===== src/rtl/toggle_hs_pkg.sv =====
// Shared definitions for the two-phase (toggle) handshake endpoints, used by
// toggle_hs_rx and the planned toggle_hs_tx.
package toggle_hs_pkg;

  localparam int unsigned DATA_W_DEF = 16;
  localparam int unsigned CNT_W_DEF  = 8;

  typedef logic [0:0] hs_state_t;

  localparam hs_state_t IDLE = 1'b0;
  localparam hs_state_t HOLD = 1'b1;

  // A two-phase event is any level change relative to the last seen level.
  function automatic logic toggled(input logic cur, input logic prev);
    return cur ^ prev;
  endfunction

endpackage


===== src/rtl/toggle_sync.sv =====
// Multi-bit 2-flop synchronizer with asynchronous clear; only built when
// TOGGLE_HS_RX_SYNC_EN is defined, since nothing else instantiates it.
`ifdef TOGGLE_HS_RX_SYNC_EN
module toggle_sync #(
  parameter int unsigned WIDTH = 1
) (
  input  logic             clk,
  input  logic             clr,
  input  logic [WIDTH-1:0] d,
  output logic [WIDTH-1:0] q
);

  logic [WIDTH-1:0] meta;

  always_ff @(posedge clk or posedge clr) begin
    if (clr) begin
      meta <= '0;
      q    <= '0;
    end else begin
      meta <= d;
      q    <= meta;
    end
  end

endmodule
`endif


===== src/rtl/toggle_hs_rx.sv =====
// Responder side of a toggle (two-phase) bundled-data handshake: converts
// req_t level changes into valid/ready words. Define TOGGLE_HS_RX_SYNC_EN to
// synchronize req_t from another clock domain.
module toggle_hs_rx
  import toggle_hs_pkg::*;
#(
  parameter int unsigned DATA_W = DATA_W_DEF,
  parameter int unsigned CNT_W  = CNT_W_DEF
) (
  input  logic              clk,
  input  logic              clr,
  input  logic              req_t,
  input  logic [DATA_W-1:0] data_in,
  output logic              ack_t,
  output logic [DATA_W-1:0] dout,
  output logic              dout_valid,
  input  logic              dout_ready,
  output logic [CNT_W-1:0]  xfer_count,
  output logic              overrun
);

  logic      req_s;
  logic      req_prev;
  logic      tog;
  hs_state_t state;

`ifdef TOGGLE_HS_RX_SYNC_EN
  toggle_sync #(
    .WIDTH(1)
  ) u_req_sync (
    .clk(clk),
    .clr(clr),
    .d  (req_t),
    .q  (req_s)
  );
`else
  assign req_s = req_t;
`endif

  assign tog = toggled(req_s, req_prev);

  always_ff @(posedge clk or posedge clr) begin
    if (clr) begin
      state      <= IDLE;
      req_prev   <= 1'b0;
      ack_t      <= 1'b0;
      dout       <= '0;
      dout_valid <= 1'b0;
      xfer_count <= '0;
      overrun    <= 1'b0;
    end else begin
      case (state)
        IDLE: begin
          if (tog) begin
            dout       <= data_in;
            dout_valid <= 1'b1;
            req_prev   <= req_s;
            state      <= HOLD;
          end
        end
        HOLD: begin
          // A toggle while a word is outstanding is dropped: it is absorbed
          // into req_prev so it never produces a word or an ack.
          if (tog) begin
            overrun  <= 1'b1;
            req_prev <= req_s;
          end
          if (dout_valid && dout_ready) begin
            dout_valid <= 1'b0;
            ack_t      <= ~ack_t;
            xfer_count <= xfer_count + 1'b1;
            state      <= IDLE;
          end
        end
        default: state <= IDLE;
      endcase
    end
  end

endmodule


===== config.mk =====
export PLATFORM = sky130hd
export DESIGN_NAME = toggle_hs_rx
export DESIGN_NICKNAME = d
export VERILOG_FILES = /design/src/rtl/toggle_hs_pkg.sv /design/src/rtl/toggle_sync.sv /design/src/rtl/toggle_hs_rx.sv
export SDC_FILE = /design/constraint.sdc
export NUM_CORES = 1
export LEC_CHECK = 0
export CAP_MARGIN = 20
export CORE_ASPECT_RATIO = 1.75
export CORE_MARGIN = 2
export CORE_UTILIZATION = 45
export CTS_CLUSTER_DIAMETER = 100
export DETAILED_ROUTE_END_ITERATION = 8
export PLACE_DENSITY = 0.89
export SETUP_SLACK_MARGIN = 0.4
export SLEW_MARGIN = 10
export SYNTH_ARGS = -nofsm -noshare
export SYNTH_HDL_FRONTEND = slang
export SYNTH_SLANG_ARGS = --single-unit

===== constraint.sdc =====
create_clock -name clk -period 4.1 [get_ports clk]
set_input_delay 0.41 -clock clk [delete_from_list [all_inputs] [get_ports clk]]
set_output_delay 0.41 -clock clk [all_outputs]
set_load 0.05 [all_outputs]

---- Word level (Yosys, flattened, before mapping) ----
Index checks and enable logic that the tools add are counted.
word-level totals
  register bits after elaboration ......... 29
  bits of input ports ..................... 20
  output and inout port bits .............. 27
  logic and storage cells ................. 25
cells by class
  $add $sub $neg .......................... 1
  equal/unequal tests ..................... 2
  multiplexer cells ....................... 7
  bitwise logic cells ..................... 3
  reductions and logical operators ........ 5
operator list
  cell                                                              count
  8-bit by 1-bit adder with 8-bit output (second input constant)    1
  2-bit AND reduction                                               4
  1-bit two-way mux                                                 5
  1-bit case mux with 2 select lines                                2
  2-bit by 1-bit != test with 1-bit output (second input constant)  1
  2-bit != test (second input constant)                             1
  1-bit NOT                                                         2
  1-bit logical AND                                                 1
  1-bit XOR                                                         1

---- Depth between registers and ports, before layout ----
  word-level depth ........................ 3
  depth in mapped cells ................... 5
  depth with buffers taken out ............ 3

---- Worst setup path before layout ----
OpenSTA, ideal clock, no wires.
  kind .................................... flip-flop to flip-flop
  start point ............................. reg dout_valid
  end point ............................... reg xfer_count[5]
  library setup time ...................... 82 ps
  arrival ................................. 1371 ps
  setup slack ............................. 2647 ps
  stages on the path, launching flop included .. 4
  path buffers ............................ 0
  period minus slack after synthesis ...... 1453 ps
  cells stage by stage .................... dfrtp_1 > nand3_1 > nor3_1 > xor2_1
on the way
  longest elaborated chain between the ends .. 2
RTL lines
  what                                  line                RTL
  start: declaration                    toggle_hs_rx.sv:16  output logic dout_valid,
  start signal: assignment              toggle_hs_rx.sv:48  dout_valid <= 1'b0;
  start signal: assignment              toggle_hs_rx.sv:56  dout_valid <= 1'b1;
  start signal: assignment              toggle_hs_rx.sv:69  dout_valid <= 1'b0;
  1-bit logical AND                     toggle_hs_rx.sv:68  if (dout_valid && dout_ready) begin
  2-bit AND reduction (no source line)  --
  end signal: assignment                toggle_hs_rx.sv:71  xfer_count <= xfer_count + 1'b1;
  end: declaration                      toggle_hs_rx.sv:18  output logic [CNT_W-1:0] xfer_count,
Every way passes these cells.
A chain may end at the register's enable or synchronous reset.

---- Worst setup path in the final report ----
  start point ............................. in req_t
  end point ............................... reg dout[14]
on the way
  longest elaborated chain between the ends .. 2
RTL lines
  what                                  line                 RTL
  start: declaration                    toggle_hs_rx.sv:12   input logic req_t,
  1-bit XOR                             toggle_hs_pkg.sv:15  return cur ^ prev;
  2-bit AND reduction (no source line)  --
  end signal: assignment                toggle_hs_rx.sv:55   dout <= data_in;
  end: declaration                      toggle_hs_rx.sv:15   output logic [DATA_W-1:0] dout,
Every way passes these cells.

==> results_tabular.tex <==
\begin{tabular}{lr}
\hline
Metric & Value \\
\hline
\multicolumn{2}{l}{\textbf{Outcome}} \\
Run status & finished clean \\
\multicolumn{2}{l}{\textbf{Synthesis}} \\
Adder-Cell Fraction of Synth Area & 1.06\% \\
Synthesized net count & 100 \\
Synth top area share & 61.4\% \\
Leading post-synthesis cells by instance count & 29 x sky130\_fd\_sc\_hd\_\_dfrtp\_1, 9 x sky130\_fd\_sc\_hd\_\_mux2\_4, 7 x sky130\_fd\_sc\_hd\_\_mux2\_2, 5 x sky130\_fd\_sc\_hd\_\_nand2\_1, 5 x sky130\_fd\_sc\_hd\_\_xnor2\_1 \\
Post-synth EDFFs & 0 \\
Flop and latch count out of synthesis & 29 \\
Number of synthesis warnings & 0 \\
Proportion of synthesized area in mux cells & 18.1\% \\
Instance count of the mapped netlist & 79 \\
Largest cells by area after synthesis & sky130\_fd\_sc\_hd\_\_dfrtp\_1 61\%, sky130\_fd\_sc\_hd\_\_mux2\_4 11\%, sky130\_fd\_sc\_hd\_\_mux2\_2 6.7\% \\
Number of distinct library cells after synthesis & 19 \\
Synthesized-area fraction occupied by ao, oa, aoi and oai cells & 1.38\% \\
Xor and xnor area share after synthesis & 6.67\% \\
Post-synthesis share of cell area spent on and, or, nand and nor gates & 7.52\% \\
Top cell type by total area after synthesis & sky130\_fd\_sc\_hd\_\_dfrtp\_1 \\
Summed instance area of the synthesized netlist & 1180 µm² \\
Largest family of logic cells by synthesized area & multiplexers \\
Seq/Total Area, Yosys & 61.4\% \\
Share of synthesized flip-flops with an asynchronous set or reset & 100\% \\
Ys flop type & sky130\_fd\_sc\_hd\_\_dfrtp\_1 \\
Post-synthesis area per instance & 15.0 µm² \\
Most frequent cell after synthesis & sky130\_fd\_sc\_hd\_\_dfrtp\_1 \\
\multicolumn{2}{l}{\textbf{Clock network}} \\
Clk sinks & 29 \\
Inserted Clock Buffers & 5 \\
CTS max path bufs & 2 \\
Cells resized by post-CTS repair & 0 \\
TritonCTS clock tree & built \\
Post-CTS Setup Inserts & 0 \\
Insertion delay of the later-clocked pin in the worst-skew pair & 0.28 ns \\
Clk Tree Root Cell & sky130\_fd\_sc\_hd\_\_clkbuf\_8 \\
H-tree depth & 2 \\
Clock transition at the registers of the reported paths & 0.06 ns \\
CTS hold repair buffers & 0 \\
\multicolumn{2}{l}{\textbf{Routing}} \\
Routed Antenna Nets & 0 \\
Remaining design rule violation count & 0 \\
Vias post-DR & 781 \\
Final routed wirelength across all metal layers & 2370 µm \\
Number of detailed-routing iterations run before antenna repair & 4 \\
Wire per inst & 15.1 µm \\
Routed vias/inst & 4.97 \\
Number of design-rule violations left by the first detailed-router iteration & 8 \\
\multicolumn{2}{l}{\textbf{Run}} \\
Count of maximum capacitance violations & 0 \\
\multicolumn{2}{l}{\textbf{Timing}} \\
Slew headroom & 45.8\% \\
Setup repair after global routing missed its margin & false \\
Count of final max-slew check failures & 0 \\
Hold slack & 0.377 ns \\
Transition time at the pin with the least slew margin & 0.814 ns \\
Fin crit period & 2.06 ns \\
Summed negative setup slack over all endpoints & 0 ns \\
Number of failing setup endpoints in the final timing report & 0 \\
Hold Fails Final Rpt & 0 \\
Max Fclk & 0.485 GHz \\
Ratio of final minimum period to clock period & 50.3\% \\
Post-route setup slack & 2.04 ns \\
Worst clock skew & 0.00351 ns \\
\multicolumn{2}{l}{\textbf{Die}} \\
Vertical die dimension & 71.8 µm \\
Core Footprint & 2490 µm² \\
Overall die area & 3070 µm² \\
Initial Util & 47.4\% \\
Chip Width & 42.7 µm \\
Row cnt & 24 \\
Number of primary I/O pins & 47 \\
\multicolumn{2}{l}{\textbf{Critical path}} \\
Signal arrival time at the worst endpoint & 2.23 ns \\
Slack of the worst reg-to-reg path & 2.31 ns \\
Worst endpoint required time & 4.26 ns \\
Highest net fanout along the worst path & 17 \\
Kind of critical path & in -> reg \\
Setup crit start kind & input port \\
Kind of end point of the critical path & register \\
\multicolumn{2}{l}{\textbf{Placement}} \\
Placed Cells incl. Taps & 148 \\
Routability cong. & 0.674 \\
Port buffer count & 46 \\
Worst slack at placement & 1.71 ns \\
Post-detailed-placement half-perimeter wirelength & 1720 µm \\
\multicolumn{2}{l}{\textbf{Pwr}} \\
Combinational group share of total power & 54.0\% \\
Relative contribution of the clock network to total power & 15.4\% \\
Worst IR drop on VDD & 0.000529 V \\
Switching part of the total & 44.7\% \\
Sequential fraction of design power & 30.5\% \\
Total power divided by cell area & 930 nW/µm² \\
Switching Power & 732 µW \\
Total Power & 1640 µW \\
Leakage & 0.000775 µW \\
Internal power component & 906 µW \\
\multicolumn{2}{l}{\textbf{GRT}} \\
Vias in the first global route & 790 \\
Maximum number of pins on one net before global-route repair & 30 \\
Total GRT Usage & 17.2\% \\
Aggregate global routing overflow & 0 \\
Wire length of the first global-routing pass & 3810 µm \\
Number of antenna violations at the first check in global routing & 0 \\
\multicolumn{2}{l}{\textbf{Finish}} \\
Non-filler cells, final & 157 \\
Antenna diode count & 0 \\
P\&R area growth vs syn & 49.2\% \\
Total Nets Final & 151 \\
Share of final-layout standard cells stronger than drive strength 1 & 19.8\% \\
\multicolumn{2}{l}{\textbf{Worst hold path}} \\
Tightest Hold Check Type & in -> async \\
\hline
\end{tabular}
routing by layer:
layer  global-route usage, %  part of all wire (%)  vias up
met5                       0                     0        -
met4                    9.38                   2.5        0
met3                    6.30                   6.8        6
met2                    27.8                    54       28
met1                    19.2                    37      380
li1                        -                     -      367
final timing paths:
kind,startpoint,end,cells past startpoint
worst max-delay path,req_t,dout[14]$_DFFE_PP0P_,4
min in group clk,ack_t$_DFFE_PP0P_,ack_t$_DFFE_PP0P_,1
worst min-delay path,clr,xfer_count[0]$_DFFE_PP0P_,2
worst max register to register,req_prev$_DFFE_PP0N_,dout[14]$_DFFE_PP0P_,3
max in group asynchronous,clr,xfer_count[6]$_DFFE_PP0P_,3
worst min register to register,ack_t$_DFFE_PP0P_,ack_t$_DFFE_PP0P_,1
power groups by stage:
stage / registers [µW] / clock network, µW / logic [µW]
floorplan: 890 / 0 / 220
global placement: 497 / 0 / 876
detailed placement: 503 / 0 / 886
CTS: 502 / 261 / 889
global route: 517 / 268 / 922
finish: 500 / 253 / 885
layout make-up:
| type | count | area, µm² |
|---|---|---|
| clock buffers | 7 | 96.3 |
| inverters | 1 | 3.75 |
| clock inverters | 1 | 5.00 |
| repair buffers | 47 | 488 |
| well taps | 26 | 32.5 |
| multi-input cells | 46 | 410 |
| fillers | 171 | 731 |
| flip-flops and latches | 29 | 726 |
layout by cell type, fill, tap and decap left out:
cell,Yosys,routed
sky130_fd_sc_hd__and2b_1,1,1
sky130_fd_sc_hd__nand3_1,2,2
sky130_fd_sc_hd__and3_1,2,2
sky130_fd_sc_hd__clkbuf_8,0,7
sky130_fd_sc_hd__ha_1,1,1
sky130_fd_sc_hd__xnor2_1,5,5
sky130_fd_sc_hd__nand4_1,3,3
sky130_fd_sc_hd__nand2_1,5,5
sky130_fd_sc_hd__mux2_4,9,9
sky130_fd_sc_hd__nor3_1,2,2
sky130_fd_sc_hd__xor2_1,4,4
sky130_fd_sc_hd__a21o_2,1,1
sky130_fd_sc_hd__dfrtp_1,29,29
sky130_fd_sc_hd__o21a_1,1,1
sky130_fd_sc_hd__mux2_2,7,7
sky130_fd_sc_hd__clkdlybuf4s50_1,0,46
sky130_fd_sc_hd__clkinv_2,0,1
sky130_fd_sc_hd__clkinv_1,0,1
sky130_fd_sc_hd__buf_16,0,1
sky130_fd_sc_hd__nor2_1,3,3
kinds of logic (layout without fill, tap and decap cells):
logic type	Yosys count	count (layout)
DFF	29	29
and+or+nand+nor	18	18
muxes	16	16
xor gates and xnor gates	9	9
buffers and inverters	4	56
AOI/OAI and AO/OA	2	2
adders and majority gates	1	1
stage by stage:
| step | cell area (µm²) | util [%] |
|---|---|---|
| final | 1760 | 70.7 |
| after global routing | 1760 | 70.7 |
| after CTS | 1730 | 69.6 |
| after detailed placement | 1630 | 65.5 |
| after global placement | 1630 | 65.5 |
| after floorplan | 1180 | - |
critical path, stage by stage:
cell                              delay, ns
sky130_fd_sc_hd__clkdlybuf4s50_1       0.49
sky130_fd_sc_hd__xor2_1                0.21
sky130_fd_sc_hd__and2b_1               0.69
sky130_fd_sc_hd__mux2_2                0.42
registers in the layout, indices dropped and copies added (netlist names):
name        flops
ack_t           1
dout           16
dout_valid      1
overrun         1
req_prev        1
state           1
xfer_count      8
No activity file was read; power rests on OpenSTA's default activity.
